`src/rtl/sc_input_conditioner_if.sv`:
```
// Button/ready bundle between the raw panel inputs, the input conditioner
// and the game state machine.
interface sc_input_conditioner_if;
    logic SC_INPUT_CONDITIONER_startButton_InLow;
    logic SC_INPUT_CONDITIONER_jug1Button_InLow;
    logic SC_INPUT_CONDITIONER_jug2Button_InLow;
    logic SC_INPUT_CONDITIONER_readyClear_InLow;
    logic SC_INPUT_CONDITIONER_startButton_OutLow;
    logic SC_INPUT_CONDITIONER_jug1Ready_OutLow;
    logic SC_INPUT_CONDITIONER_jug2Ready_OutLow;

    modport master (
        output SC_INPUT_CONDITIONER_startButton_InLow,
        output SC_INPUT_CONDITIONER_jug1Button_InLow,
        output SC_INPUT_CONDITIONER_jug2Button_InLow,
        output SC_INPUT_CONDITIONER_readyClear_InLow,
        input  SC_INPUT_CONDITIONER_startButton_OutLow,
        input  SC_INPUT_CONDITIONER_jug1Ready_OutLow,
        input  SC_INPUT_CONDITIONER_jug2Ready_OutLow
    );

    modport slave (
        input  SC_INPUT_CONDITIONER_startButton_InLow,
        input  SC_INPUT_CONDITIONER_jug1Button_InLow,
        input  SC_INPUT_CONDITIONER_jug2Button_InLow,
        input  SC_INPUT_CONDITIONER_readyClear_InLow,
        output SC_INPUT_CONDITIONER_startButton_OutLow,
        output SC_INPUT_CONDITIONER_jug1Ready_OutLow,
        output SC_INPUT_CONDITIONER_jug2Ready_OutLow
    );
endinterface

```
`src/rtl/sc_input_conditioner.sv`:
```
// Synchronizes and debounces the start and player buttons; start becomes a
// one-cycle press pulse, player buttons become latched ready flags.
module sc_input_conditioner #(
    parameter int unsigned DEBOUNCE_CYCLES = 500000,
    parameter int unsigned DEBOUNCE_WIDTH  = 20
) (
    input  logic                   SC_INPUT_CONDITIONER_CLOCK_50,
    input  logic                   SC_INPUT_CONDITIONER_RESET_InHigh,
    sc_input_conditioner_if.slave  bus
);

    typedef enum logic {
        WAIT  = 1'b0,
        READY = 1'b1
    } rdy_state_e;

    localparam logic [DEBOUNCE_WIDTH-1:0] CNT_MAX =
        DEBOUNCE_WIDTH'(DEBOUNCE_CYCLES - 1);

    logic clk;
    logic rst;
    logic clear_n;
    logic [2:0] raw;

    assign clk     = SC_INPUT_CONDITIONER_CLOCK_50;
    assign rst     = SC_INPUT_CONDITIONER_RESET_InHigh;
    assign clear_n = bus.SC_INPUT_CONDITIONER_readyClear_InLow;

    // Channel order: 0 = start, 1 = jug1, 2 = jug2
    assign raw = {bus.SC_INPUT_CONDITIONER_jug2Button_InLow,
                  bus.SC_INPUT_CONDITIONER_jug1Button_InLow,
                  bus.SC_INPUT_CONDITIONER_startButton_InLow};

    logic [2:0] sync1_q, sync1_d;
    logic [2:0] sync2_q, sync2_d;
    logic [2:0] stable_q, stable_d;
    logic [2:0] stable_prev_q, stable_prev_d;
    logic [DEBOUNCE_WIDTH-1:0] cnt_q [3];
    logic [DEBOUNCE_WIDTH-1:0] cnt_d [3];
    logic [2:0] press;

    logic start_out_q, start_out_d;
    rdy_state_e state_q [2];
    rdy_state_e state_d [2];
    logic [1:0] ready_out_q, ready_out_d;

    always_comb begin
        sync1_d       = raw;
        sync2_d       = sync1_q;
        stable_d      = stable_q;
        stable_prev_d = stable_q;
        for (int i = 0; i < 3; i++) begin
            cnt_d[i] = cnt_q[i];
            if (sync2_q[i] == stable_q[i]) begin
                cnt_d[i] = '0;
            end else if (cnt_q[i] == CNT_MAX) begin
                stable_d[i] = sync2_q[i];
                cnt_d[i]    = '0;
            end else begin
                cnt_d[i] = cnt_q[i] + 1'b1;
            end
        end
    end

    // Falling edge of the accepted level; releases generate nothing
    assign press = ~stable_q & stable_prev_q;

    assign start_out_d = ~press[0];

    always_comb begin
        for (int j = 0; j < 2; j++) begin
            state_d[j] = state_q[j];
            unique case (state_q[j])
                WAIT: begin
                    // A coincident clear beats the press
                    if (press[j+1] && clear_n) begin
                        state_d[j] = READY;
                    end
                end
                READY: begin
                    if (!clear_n) begin
                        state_d[j] = WAIT;
                    end
                end
            endcase
            ready_out_d[j] = (state_d[j] != READY);
        end
    end

    always_ff @(posedge clk or posedge rst) begin
        if (rst) begin
            sync1_q       <= '1;
            sync2_q       <= '1;
            stable_q      <= '1;
            stable_prev_q <= '1;
            for (int i = 0; i < 3; i++) begin
                cnt_q[i] <= '0;
            end
            start_out_q <= 1'b1;
            for (int j = 0; j < 2; j++) begin
                state_q[j] <= WAIT;
            end
            ready_out_q <= '1;
        end else begin
            sync1_q       <= sync1_d;
            sync2_q       <= sync2_d;
            stable_q      <= stable_d;
            stable_prev_q <= stable_prev_d;
            for (int i = 0; i < 3; i++) begin
                cnt_q[i] <= cnt_d[i];
            end
            start_out_q <= start_out_d;
            for (int j = 0; j < 2; j++) begin
                state_q[j] <= state_d[j];
            end
            ready_out_q <= ready_out_d;
        end
    end

    assign bus.SC_INPUT_CONDITIONER_startButton_OutLow = start_out_q;
    assign bus.SC_INPUT_CONDITIONER_jug1Ready_OutLow   = ready_out_q[0];
    assign bus.SC_INPUT_CONDITIONER_jug2Ready_OutLow   = ready_out_q[1];

endmodule

```
`src/flat_wrapper.sv`:
```
// flat-port wrapper written by rule: the top's interface ports become plain ports
module sc_input_conditioner_flat 
#(
    parameter int unsigned DEBOUNCE_CYCLES = 500000,
    parameter int unsigned DEBOUNCE_WIDTH  = 20
)
  (SC_INPUT_CONDITIONER_CLOCK_50, SC_INPUT_CONDITIONER_RESET_InHigh, bus_SC_INPUT_CONDITIONER_startButton_InLow, bus_SC_INPUT_CONDITIONER_jug1Button_InLow, bus_SC_INPUT_CONDITIONER_jug2Button_InLow, bus_SC_INPUT_CONDITIONER_readyClear_InLow, bus_SC_INPUT_CONDITIONER_startButton_OutLow, bus_SC_INPUT_CONDITIONER_jug1Ready_OutLow, bus_SC_INPUT_CONDITIONER_jug2Ready_OutLow);
  sc_input_conditioner_if bus_i ();
  input  logic SC_INPUT_CONDITIONER_CLOCK_50;
  input  logic SC_INPUT_CONDITIONER_RESET_InHigh;
  input wire logic [$bits(bus_i.SC_INPUT_CONDITIONER_startButton_InLow)-1:0] bus_SC_INPUT_CONDITIONER_startButton_InLow;
  input wire logic [$bits(bus_i.SC_INPUT_CONDITIONER_jug1Button_InLow)-1:0] bus_SC_INPUT_CONDITIONER_jug1Button_InLow;
  input wire logic [$bits(bus_i.SC_INPUT_CONDITIONER_jug2Button_InLow)-1:0] bus_SC_INPUT_CONDITIONER_jug2Button_InLow;
  input wire logic [$bits(bus_i.SC_INPUT_CONDITIONER_readyClear_InLow)-1:0] bus_SC_INPUT_CONDITIONER_readyClear_InLow;
  output wire logic [$bits(bus_i.SC_INPUT_CONDITIONER_startButton_OutLow)-1:0] bus_SC_INPUT_CONDITIONER_startButton_OutLow;
  output wire logic [$bits(bus_i.SC_INPUT_CONDITIONER_jug1Ready_OutLow)-1:0] bus_SC_INPUT_CONDITIONER_jug1Ready_OutLow;
  output wire logic [$bits(bus_i.SC_INPUT_CONDITIONER_jug2Ready_OutLow)-1:0] bus_SC_INPUT_CONDITIONER_jug2Ready_OutLow;
  assign bus_i.SC_INPUT_CONDITIONER_startButton_InLow = bus_SC_INPUT_CONDITIONER_startButton_InLow;
  assign bus_i.SC_INPUT_CONDITIONER_jug1Button_InLow = bus_SC_INPUT_CONDITIONER_jug1Button_InLow;
  assign bus_i.SC_INPUT_CONDITIONER_jug2Button_InLow = bus_SC_INPUT_CONDITIONER_jug2Button_InLow;
  assign bus_i.SC_INPUT_CONDITIONER_readyClear_InLow = bus_SC_INPUT_CONDITIONER_readyClear_InLow;
  assign bus_SC_INPUT_CONDITIONER_startButton_OutLow = bus_i.SC_INPUT_CONDITIONER_startButton_OutLow;
  assign bus_SC_INPUT_CONDITIONER_jug1Ready_OutLow = bus_i.SC_INPUT_CONDITIONER_jug1Ready_OutLow;
  assign bus_SC_INPUT_CONDITIONER_jug2Ready_OutLow = bus_i.SC_INPUT_CONDITIONER_jug2Ready_OutLow;
  sc_input_conditioner #(.DEBOUNCE_CYCLES(DEBOUNCE_CYCLES), .DEBOUNCE_WIDTH(DEBOUNCE_WIDTH)) u_core (.SC_INPUT_CONDITIONER_CLOCK_50(SC_INPUT_CONDITIONER_CLOCK_50), .SC_INPUT_CONDITIONER_RESET_InHigh(SC_INPUT_CONDITIONER_RESET_InHigh), .bus(bus_i));
endmodule
```
`config.mk`:
```
export PLATFORM = sky130hd
export DESIGN_NAME = sc_input_conditioner_flat
export DESIGN_NICKNAME = d
export VERILOG_FILES = /design/src/rtl/sc_input_conditioner_if.sv /design/src/rtl/sc_input_conditioner.sv /design/src/flat_wrapper.sv
export SDC_FILE = /design/constraint.sdc
export NUM_CORES = 1
export LEC_CHECK = 0
export CORE_ASPECT_RATIO = 2
export CORE_MARGIN = 2
export CORE_UTILIZATION = 55
export CTS_CLUSTER_DIAMETER = 150
export DETAILED_ROUTE_END_ITERATION = 8
export MAX_ROUTING_LAYER = met4
export PLACE_DENSITY = 0.85
export SKIP_LAST_GASP = 1
export SYNTH_ARGS = -nofsm -noshare
export SYNTH_HDL_FRONTEND = slang
export SYNTH_SLANG_ARGS = --single-unit
```
`constraint.sdc`:
```
create_clock -name SC_INPUT_CONDITIONER_CLOCK_50 -period 2.67 [get_ports SC_INPUT_CONDITIONER_CLOCK_50]
set_input_delay 0.801 -clock SC_INPUT_CONDITIONER_CLOCK_50 [delete_from_list [all_inputs] [get_ports SC_INPUT_CONDITIONER_CLOCK_50]]
set_output_delay 0.801 -clock SC_INPUT_CONDITIONER_CLOCK_50 [all_outputs]
set_load 0.05 [all_outputs]
```
==> results of run 1 <==
[sequential cells by signal, summed over array words and instances, names as in the netlist]
name and count:
u_core.bus.SC_INPUT_CONDITIONER_startButton_OutLow 1, u_core.cnt_q 60, u_core.ready_out_q 2, u_core.stable_prev_d 3, u_core.stable_prev_q 3, u_core.state_q 2
u_core.sync1_q 3, u_core.sync2_q 3
[cell type report]
cell class | instances | area share
Clock buffer | 12 | 0.06024
Clock inverter | 4 | 0.02324
Inverter | 14 | 0.01376
Multi-Input combinational cell | 240 | 0.3709
Sequential cell | 77 | 0.4755
Tap cell | 86 | 0.02630
Timing Repair Buffer | 12 | 0.02997
[power groups by stage]
stage,sequential [W],clock (W),combinational (W)
2_1_floorplan,0.00122,0,0.0000538
3_3_place_gp,0.00122,0,0.0000756
3_5_place_dp,0.00122,0,0.0000785
4_1_cts,0.00120,0.00140,0.0000788
5_1_grt,0.00120,0.00145,0.0000875
6_report,0.00120,0.00138,0.0000758
[through the flow]
step / utilization / cells / setup slack [ns] / power [W] / hold slack, ns
6_report: 0.6484 / 445 / 0.2372 / 0.002658 / 0.3564
5_1_grt: 0.6484 / 445 / 0.1870 / 0.002747 / 0.3626
4_1_cts: 0.6484 / 445 / 0.2227 / 0.002684 / 0.3564
3_5_place_dp: 0.5943 / 429 / 0.5870 / 0.001301 / 0.3479
3_3_place_gp: 0.5943 / 429 / 0.5849 / 0.001296 / 0.3459
2_1_floorplan: - / 339 / 0.7887 / 0.001271 / 0.3452
[kinds of logic after synthesis]
kind of cell | Yosys count
simple gates | 161
buf+inv | 22
xor+xnor | 48
flops | 77
compound gates | 23
mux | 5
fa+ha+maj | 3
[per-layer routing]
layer	global-route usage	wire (µm)	vias up	part of all wire
met3	0.05714	198	13	0.031
met4	0.1101	173	0	0.027
met5	-	0	-	0
met1	0.2477	2564	1228	0.40
met2	0.3380	3514	58	0.54
li1	-	-	1215	-
[final timing paths]
kind	from	endpoint	slack, ns	cells past startpoint
max in group asynchronous	SC_INPUT_CONDITIONER_RESET_InHigh	u_core.stable_prev_d[2]	1.38	3
max	u_core.bus.SC_INPUT_CONDITIONER_startButton_OutLow	bus_SC_INPUT_CONDITIONER_startButton_OutLow	0.24	1
min	u_core.sync1_q[0]	u_core.sync2_q[0]	0.36	0
min in group asynchronous	SC_INPUT_CONDITIONER_RESET_InHigh	u_core.sync2_q[0]	0.93	2
max reg2reg	u_core.cnt_q[10]	u_core.cnt_q[18]	0.64	4
min reg2reg	u_core.sync1_q[0]	u_core.sync2_q[0]	0.36	0
[placed cells by master (no fill, tap or decap), types with 9 or more instances in the layout]
cell / count
a21oi_1: 9
clkbuf_16: 9
dfrtp_1: 62
dfstp_2: 15
inv_1: 13
nand2_1: 14
nand3_1: 19
nand4_1: 20
nor2_1: 58
nor3_1: 10
nor4_1: 10
xnor2_1: 29
xor2_1: 19
==> out/metrics.yaml, run 1 <==
outcome:
  outcome: "finished clean"
clock_network:
  worstSkewPairLatency_ns: 0.33
  clk_pin_slew_worst_paths_ns: 0.06
  holdBufCountCts: 0
  post_cts_buffers: 0
  cts-resized-gates: 0
  cts_max_path_buffers: 2
  numCtsBuffers: 9
  clockRootBuffer: "clkbuf_16"
  clkSinkCount: 77
  cts-htree-levels: 3
  tritoncts: "done"
critical_path:
  critical_path_arrival_ns: 1.63
  path_buf_inv: 1
  cp_top_family: "buffers and inverters"
  path_max_fanout: 1
  slowest_stage: "clkdlybuf4s50_1"
  slowest_delay_ns: 0.79
  worstPathRequired_ns: 1.87
  path_cells: "clkdlybuf4s50_1"
  worst-setup-path-type: "reg -> out"
  endpoint_kind: "primary output"
  start_kind: "register"
synth:
  syn_area_per_cell_um2: 10.50
  yosys.area_share.simple: 0.2368
  synth.distinct_cells: 39
  syn-cell-area_mm2: 0.003561
  synthTopCellsByCount: "dfrtp_1, nor2_1, xnor2_1, nand4_1"
  synthMuxAreaShare: 0.01511
  ys_seq_area_frac: 0.5464
  synth-compound-area-share: 0.04568
  async_flop_share: 1.000
  yosysMostFrequentCell: "dfrtp_1"
  synth-seq-cells: 77
  yosys.area.top_type_share: 0.4357
  synth_xor_area_frac: 0.1181
  syn_inst: 339
  ys.flop_type: "dfrtp_1"
  synth_top_area_cell: "dfrtp_1"
  synth_top_family_by_area: "simple AND/OR/NAND/NOR gates"
  yosys-top-cells-area: "dfrtp_1, dfstp_2, xnor2_1"
  yosysWarnings: 0
  syn_nets: 348
  synth_fa_ha_area_frac: 0.01054
  synth_edf_count: 0
sta:
  fmax_mhz: 411.1
  fin_skew_ns: 0.007475
  tightest_slew_ns: 0.6206
  finalCritPeriodShare: 0.9111
  drv_slew: 0
  fin_crit_ns: 2.433
  relSlewSlack: 0.5825
  rsz0062_at_grt: "no"
  fin_setup_tns_ns: 0
  finalSetupViolations: 0
  hold_viol: 0
power:
  combPwrFrac: 0.029
  p_per_area_mw_per_mm2: 649.7
  pwr-share-clk: 0.519
  p_sw_w: 0.0005063
  seqPwrFrac: 0.452
  switching_share: 0.1905
  leakage_nw: 1.628
  peakVddDrop_uv: 567.6
  p_int_w: 0.002152
detailed_routing:
  num_vias: 2514
  wl_mm: 6.450
  post-route-drc-count: 0
  first_iter_violations: 117
  avgRoutedWirePerCell_um: 14.49
  postRouteAntennaNets: 0
  dr.pass1.iters: 5
  avgViaCountPerCell: 5.649
floorplan:
  core_mm2: 0.006310
  initial_core_util: 0.5643
  dieArea_mm2: 0.007173
  fp.dieH_um: 117.8
  ios: 9
  row_count: 41
  die_w_um: 60.90
job:
  maxCapViolCount: 0
grt:
  grt_pass1_vias: 2544
  antenna_found_initial: 0
  grt_pass1_wl_mm: 11.39
  gr-total-overflow: 0
  grt_use_total: 0.2163
  grt_max_degree: 57
placed_design:
  globalplace.congestion: 0.8494
  io_buffers: 8
  dp_hpwl_mm: 4.312
  place_area_mm2: 0.003750
cells_and_area:
  fin_nets: 363
  antenna_cells_inserted: 0
  syn2layout_area_growth_pct: 14.90
  fin_area_mm2: 0.004091
  fillers: 490
  ff_latch_area_mm2: 0.001946
  multi_input_area_mm2: 0.001518
  drive_gt1_frac: 0.1226
worst_hold_path:
  hold_class: "reg -> reg"
Power figures use the tool's default switching activity.
==> run 2, diff against run 1 <==
Settings changed: HOLD_SLACK_MARGIN set to 0.02.
Clock period 2.67 ns to 2.2 ns, I/O delays scaled along.
==> out/metrics.yaml, run 2 (synthesis results as in run 1) <==
outcome:
  outcome: "finished clean"
sta:
  fin_skew_ns: 0.006721
  finalCritPeriodShare: 0.9218
  relSlewSlack: 0.6439
  fmax_mhz: 493.1
  rsz0062_at_grt: "no"
  tightest_slew_ns: 0.5293
  drv_slew: 0
  finalSetupViolations: 0
  fin_crit_ns: 2.028
  hold_viol: 0
  fin_setup_tns_ns: 0
grt:
  busiest_layer: "met2"
  met2_usage: 0.3595
  antenna_found_initial: 0
  grtUsageMet1: 0.2401
  grt_pass1_vias: 2715
  grt_max_degree: 29
  use_met3: 0.05385
  grt_use_total: 0.2225
  gr-total-overflow: 0
  grt_pass1_wl_mm: 11.76
floorplan:
  ios: 9
  fp.dieH_um: 117.8
  row_count: 41
  die_w_um: 60.90
  core_mm2: 0.006310
  initial_core_util: 0.5643
  dieArea_mm2: 0.007173
power:
  leakage_nw: 1.651
  p_per_area_mw_per_mm2: 725.1
  peakVddDrop_uv: 690.6
cells_and_area:
  syn2layout_area_growth_pct: 15.67
  drive_gt1_frac: 0.1553
  top_register: "u_core.cnt_q"
  fin_nets: 371
  largest_reg_flops: 60
  ff_latch_area_mm2: 0.001946
  antenna_cells_inserted: 0
  fillers: 462
  fin_util: 0.6528
  multi_input_area_mm2: 0.001518
  final_common_cell: "dfrtp_1"
  final_cell_mix: "dfrtp_1, nor2_1, xnor2_1"
  fin_cells: 453
clock_network:
  cts_max_path_buffers: 2
  clk_pin_slew_worst_paths_ns: 0.06
  cts-resized-gates: 0
  post_cts_buffers: 0
  tritoncts: "done"
  clockRootBuffer: "clkbuf_16"
  holdBufCountCts: 0
  numCtsBuffers: 9
  worstSkewPairLatency_ns: 0.34
  cts-htree-levels: 3
  clkSinkCount: 77
critical_path:
  worst-setup-path-type: "reg -> reg"
  ff2ff_path_depth: 4
  reg2reg_to: "u_core.cnt_q[11]"
  rrSetupSlack_ns: 0.17
  endpoint_kind: "register"
  critical_path_arrival_ns: 2.22
  slowest_delay_ns: 0.50
  slowest_stage: "or4b_1"
  path_cells: "or4b_1 > or3b_1 > o21ai_4 > nor2_1"
  r2r_start: "u_core.cnt_q[11]"
  worstPathRequired_ns: 2.39
  start_kind: "register"
  path_max_fanout: 17
placed_design:
  dp_hpwl_mm: 4.705
  io_buffers: 8
  place_inst: 437
  globalplace.congestion: 0.9044
detailed_routing:
  avgViaCountPerCell: 5.684
  postRouteAntennaNets: 0
  num_vias: 2575
  first_iter_violations: 123
  dr.pass1.iters: 4
  avgRoutedWirePerCell_um: 14.83
  wl_mm: 6.720
  post-route-drc-count: 0
worst_hold_path:
  min_to: "u_core.sync2_q[0]"
  min_path_cells: 0
  hold_start: "u_core.sync1_q[0]"
  hold_class: "reg -> reg"
job:
  maxCapViolCount: 0
[run 2: worst max-delay path: cells and delay by family, from the launching register on]
kind | cells | cell delay, ns
simple gates | 3 | 1.06
flops | 1 | 0.43
compound gates | 1 | 0.40
[run 2: layout make-up]
type                       count  area share
sequential                    77      0.4724
multi-input combinational    240      0.3685
clock buffer                   9     0.05468
timing repair buffer          20     0.04860
tap                           86     0.02612
clock inverter                 7     0.01610
inverter                      14     0.01367
[run 2: per-layer routing]
layer  vias to the layer above  part of all wire
met5                         -                 0
met4                         0             0.030
met2                        59              0.56
li1                       1233                 -
met1                      1261              0.38
met3                        22             0.029
[run 2: report_power, final]
group	total (W)	switching (W)	internal, W
sequential	0.00146	0.0000183	0.00144
clock	0.00143	0.000556	0.000870
combinational	0.000101	0.0000616	0.0000396
total	0.00299	0.000636	0.00235
[run 2: worst max-delay path by stage]
stage | from | to | slack, ns | cells past startpoint
floorplan | u_core.cnt_q[11] | u_core.stable_prev_d[2] | 0.32 | 4
global placement | u_core.cnt_q[11] | u_core.cnt_q[16] | 0.24 | 4
detailed placement | u_core.cnt_q[11] | u_core.cnt_q[3] | 0.18 | 4
CTS | u_core.cnt_q[11] | u_core.cnt_q[11] | 0.17 | 4
global route | u_core.cnt_q[10] | u_core.cnt_q[11] | 0.07 | 4
finish | u_core.cnt_q[11] | u_core.cnt_q[11] | 0.17 | 4
[run 2: per-stage QoR]
stage / setup slack (ns) / hold slack (ns) / total power [W] / instance area (µm²)
final: 0.1721 / 0.3551 / 0.002987 / 4119
after global routing: 0.07129 / 0.3616 / 0.003094 / 4119
after CTS: 0.1744 / 0.3579 / 0.003012 / 4119
after detailed placement: 0.1839 / 0.3497 / 0.001585 / 3827
after global placement: 0.2428 / 0.3459 / 0.001581 / 3827
after floorplan: 0.3187 / 0.3452 / 0.001543 / 3565
==> edit, RTL diff (config.mk and constraints of run 1) <==
`DEBOUNCE_WIDTH` is set to 20 in 2 places; all go to 24.
--- a/src/rtl/sc_input_conditioner.sv
+++ b/src/rtl/sc_input_conditioner.sv
@@ -2,7 +2,7 @@
 // one-cycle press pulse, player buttons become latched ready flags.
 module sc_input_conditioner #(
     parameter int unsigned DEBOUNCE_CYCLES = 500000,
-    parameter int unsigned DEBOUNCE_WIDTH  = 20
+    parameter int unsigned DEBOUNCE_WIDTH  = 24
 ) (
     input  logic                   SC_INPUT_CONDITIONER_CLOCK_50,
     input  logic                   SC_INPUT_CONDITIONER_RESET_InHigh,
--- a/src/flat_wrapper.sv
+++ b/src/flat_wrapper.sv
@@ -2,7 +2,7 @@
 module sc_input_conditioner_flat 
 #(
     parameter int unsigned DEBOUNCE_CYCLES = 500000,
-    parameter int unsigned DEBOUNCE_WIDTH  = 20
+    parameter int unsigned DEBOUNCE_WIDTH  = 24
 )
   (SC_INPUT_CONDITIONER_CLOCK_50, SC_INPUT_CONDITIONER_RESET_InHigh, bus_SC_INPUT_CONDITIONER_startButton_InLow, bus_SC_INPUT_CONDITIONER_jug1Button_InLow, bus_SC_INPUT_CONDITIONER_jug2Button_InLow, bus_SC_INPUT_CONDITIONER_readyClear_InLow, bus_SC_INPUT_CONDITIONER_startButton_OutLow, bus_SC_INPUT_CONDITIONER_jug1Ready_OutLow, bus_SC_INPUT_CONDITIONER_jug2Ready_OutLow);
   sc_input_conditioner_if bus_i ();
Behaviour: no difference found for any inputs over 10 cycles, from zero or initial values and one cycle with SC_INPUT_CONDITIONER_RESET_InHigh high; that may be too few to reach the edited logic, so the function may still have changed.
==> edit against run 1 <==
Area after synthesis is 20% higher. Synthesized cell count is 26% higher. Sequential cell count is 12 higher. Setup slack worse by 4.0 ps. Count of clock-buffer cells in the layout is 1 lower. Register-to-register slack worse by 140 ps. Via count is 32% higher. Combinational power is 21% higher. Total power is 5.7% higher. Worst hold slack better by 0.87 ps. Final area is 18% higher. Wire length is 34% higher. First-iteration DRC count grew to 3.0 times the old value.
==> edit: results (changes against run 1) <==
[synthesis]
synthAdderAreaFrac=0.00878  ; -0.00176
synthesis.nets=436  ; +25%
yosys-top-cells-count=dfrtp_1, nor2_1, a21oi_1
muxShareOfSynthArea=0.00790  ; -0.00720
synth_compound_area_frac=0.0834  ; +0.0378
yosys.cell_types.count=36  ; -7.7%
synth.avg_cell_area_um2=10.0  ; -4.7%
ys_seq_area_frac=0.525  ; -0.0209
synth-xor-area-share=0.0840  ; -0.0340
synth_area_leaders=dfrtp_1, dfstp_2, xnor2_1

[sta]
tightest_slew_ps=576  ; -44.2 ps
skew_ps=6.47  ; -1.01 ps
setup_tns_ps=0  ; unchanged

[final_layout]
fin_nets=447  ; +23%
final_cells=537  ; +21%
seq_area_um2=2250  ; +15%
largest_register_ffs=72  ; +20%
nFillCells=596  ; +22%
drive_gt1_frac=0.111  ; -0.0120

[critical_path]
worstPathMaxFanout=1  ; unchanged
max_stage_delay_ps=790  ; about the same
cp_top_family=buffers and inverters

[place]
gp_congestion=0.933  ; +9.9%
dp_cells=521  ; +21%
dp_hpwl_mm=6.00  ; +39%
place_ws_ps=512  ; -75.2 ps
placed_area_um2=4510  ; +20%

[route]
dr.pass1.iters=4  ; -1
drt_iter0_drc=349  ; +200%
vias_per_cell=6.18  ; +9.4%
avgRoutedWirePerCell_um=16.1  ; +11%

[clock_tree]
cts.htree.levels=3  ; unchanged
numCtsBuffers=9  ; unchanged
clkLatencyLatePin_ps=340
postCtsSetupBuffers=0  ; unchanged

[global_route]
grt_max_degree=43  ; -25%
antenna_found_initial=0  ; unchanged
grt_pass1_vias=3300  ; +30%
grt_pass1_wl_mm=14.9  ; +31%
grtUsageTotal=0.232  ; +0.0158

[worst_hold_path]
holdCritPathClass=register to register

[pwr]
power_leakage_nw=1.92  ; +18%
ir_drop_mv=0.699  ; +23%

[status]
status=finished clean

-- edit: power breakdown --
part | switching [mW] | internal (mW)
Clock | 0.491 | 0.843
Combinational | 0.0588 | 0.0326
Sequential | 0.0165 | 1.37
Total | 0.566 | 2.24
-- edit: metal layers --
metal | up-vias | global-route usage | part of all wire
met3 | 25 | 0.0402 | 0.029
li1 | 1574 | - | -
met1 | 1640 | 0.251 | 0.38
met5 | - | - | 0
met4 | 0 | 0.130 | 0.036
met2 | 80 | 0.392 | 0.55
-- edit: layout make-up --
type / count / share of cell area
sequential: 89 / 0.465
multi-input combinational: 308 / 0.398
clock buffer: 11 / 0.0503
timing repair buffer: 16 / 0.0342
tap: 94 / 0.0244
clock inverter: 5 / 0.0163
inverter: 14 / 0.0117
-- edit: worst paths after layout --
| check | startpoint | endpoint | slack [ps] | cells after the start |
|---|---|---|---|---|
| max | u_core.bus.SC_INPUT_CONDITIONER_startButton_OutLow$_DFF_PP1_ | bus_SC_INPUT_CONDITIONER_startButton_OutLow | 230 | 1 |
| max reg2reg | u_core.cnt_q[48]$_DFF_PP0_ | u_core.cnt_q[70]$_DFF_PP0_ | 500 | 5 |
| min | u_core.sync1_q[0]$_DFF_PP1_ | u_core.sync2_q[0]$_DFF_PP1_ | 360 | 0 |
| min reg2reg | u_core.sync1_q[0]$_DFF_PP1_ | u_core.sync2_q[0]$_DFF_PP1_ | 360 | 0 |
| max in group asynchronous | SC_INPUT_CONDITIONER_RESET_InHigh | u_core.stable_prev_d[2]$_DFFE_PP1P_ | 1180 | 3 |
| min in group asynchronous | SC_INPUT_CONDITIONER_RESET_InHigh | u_core.cnt_q[60]$_DFF_PP0_ | 860 | 2 |
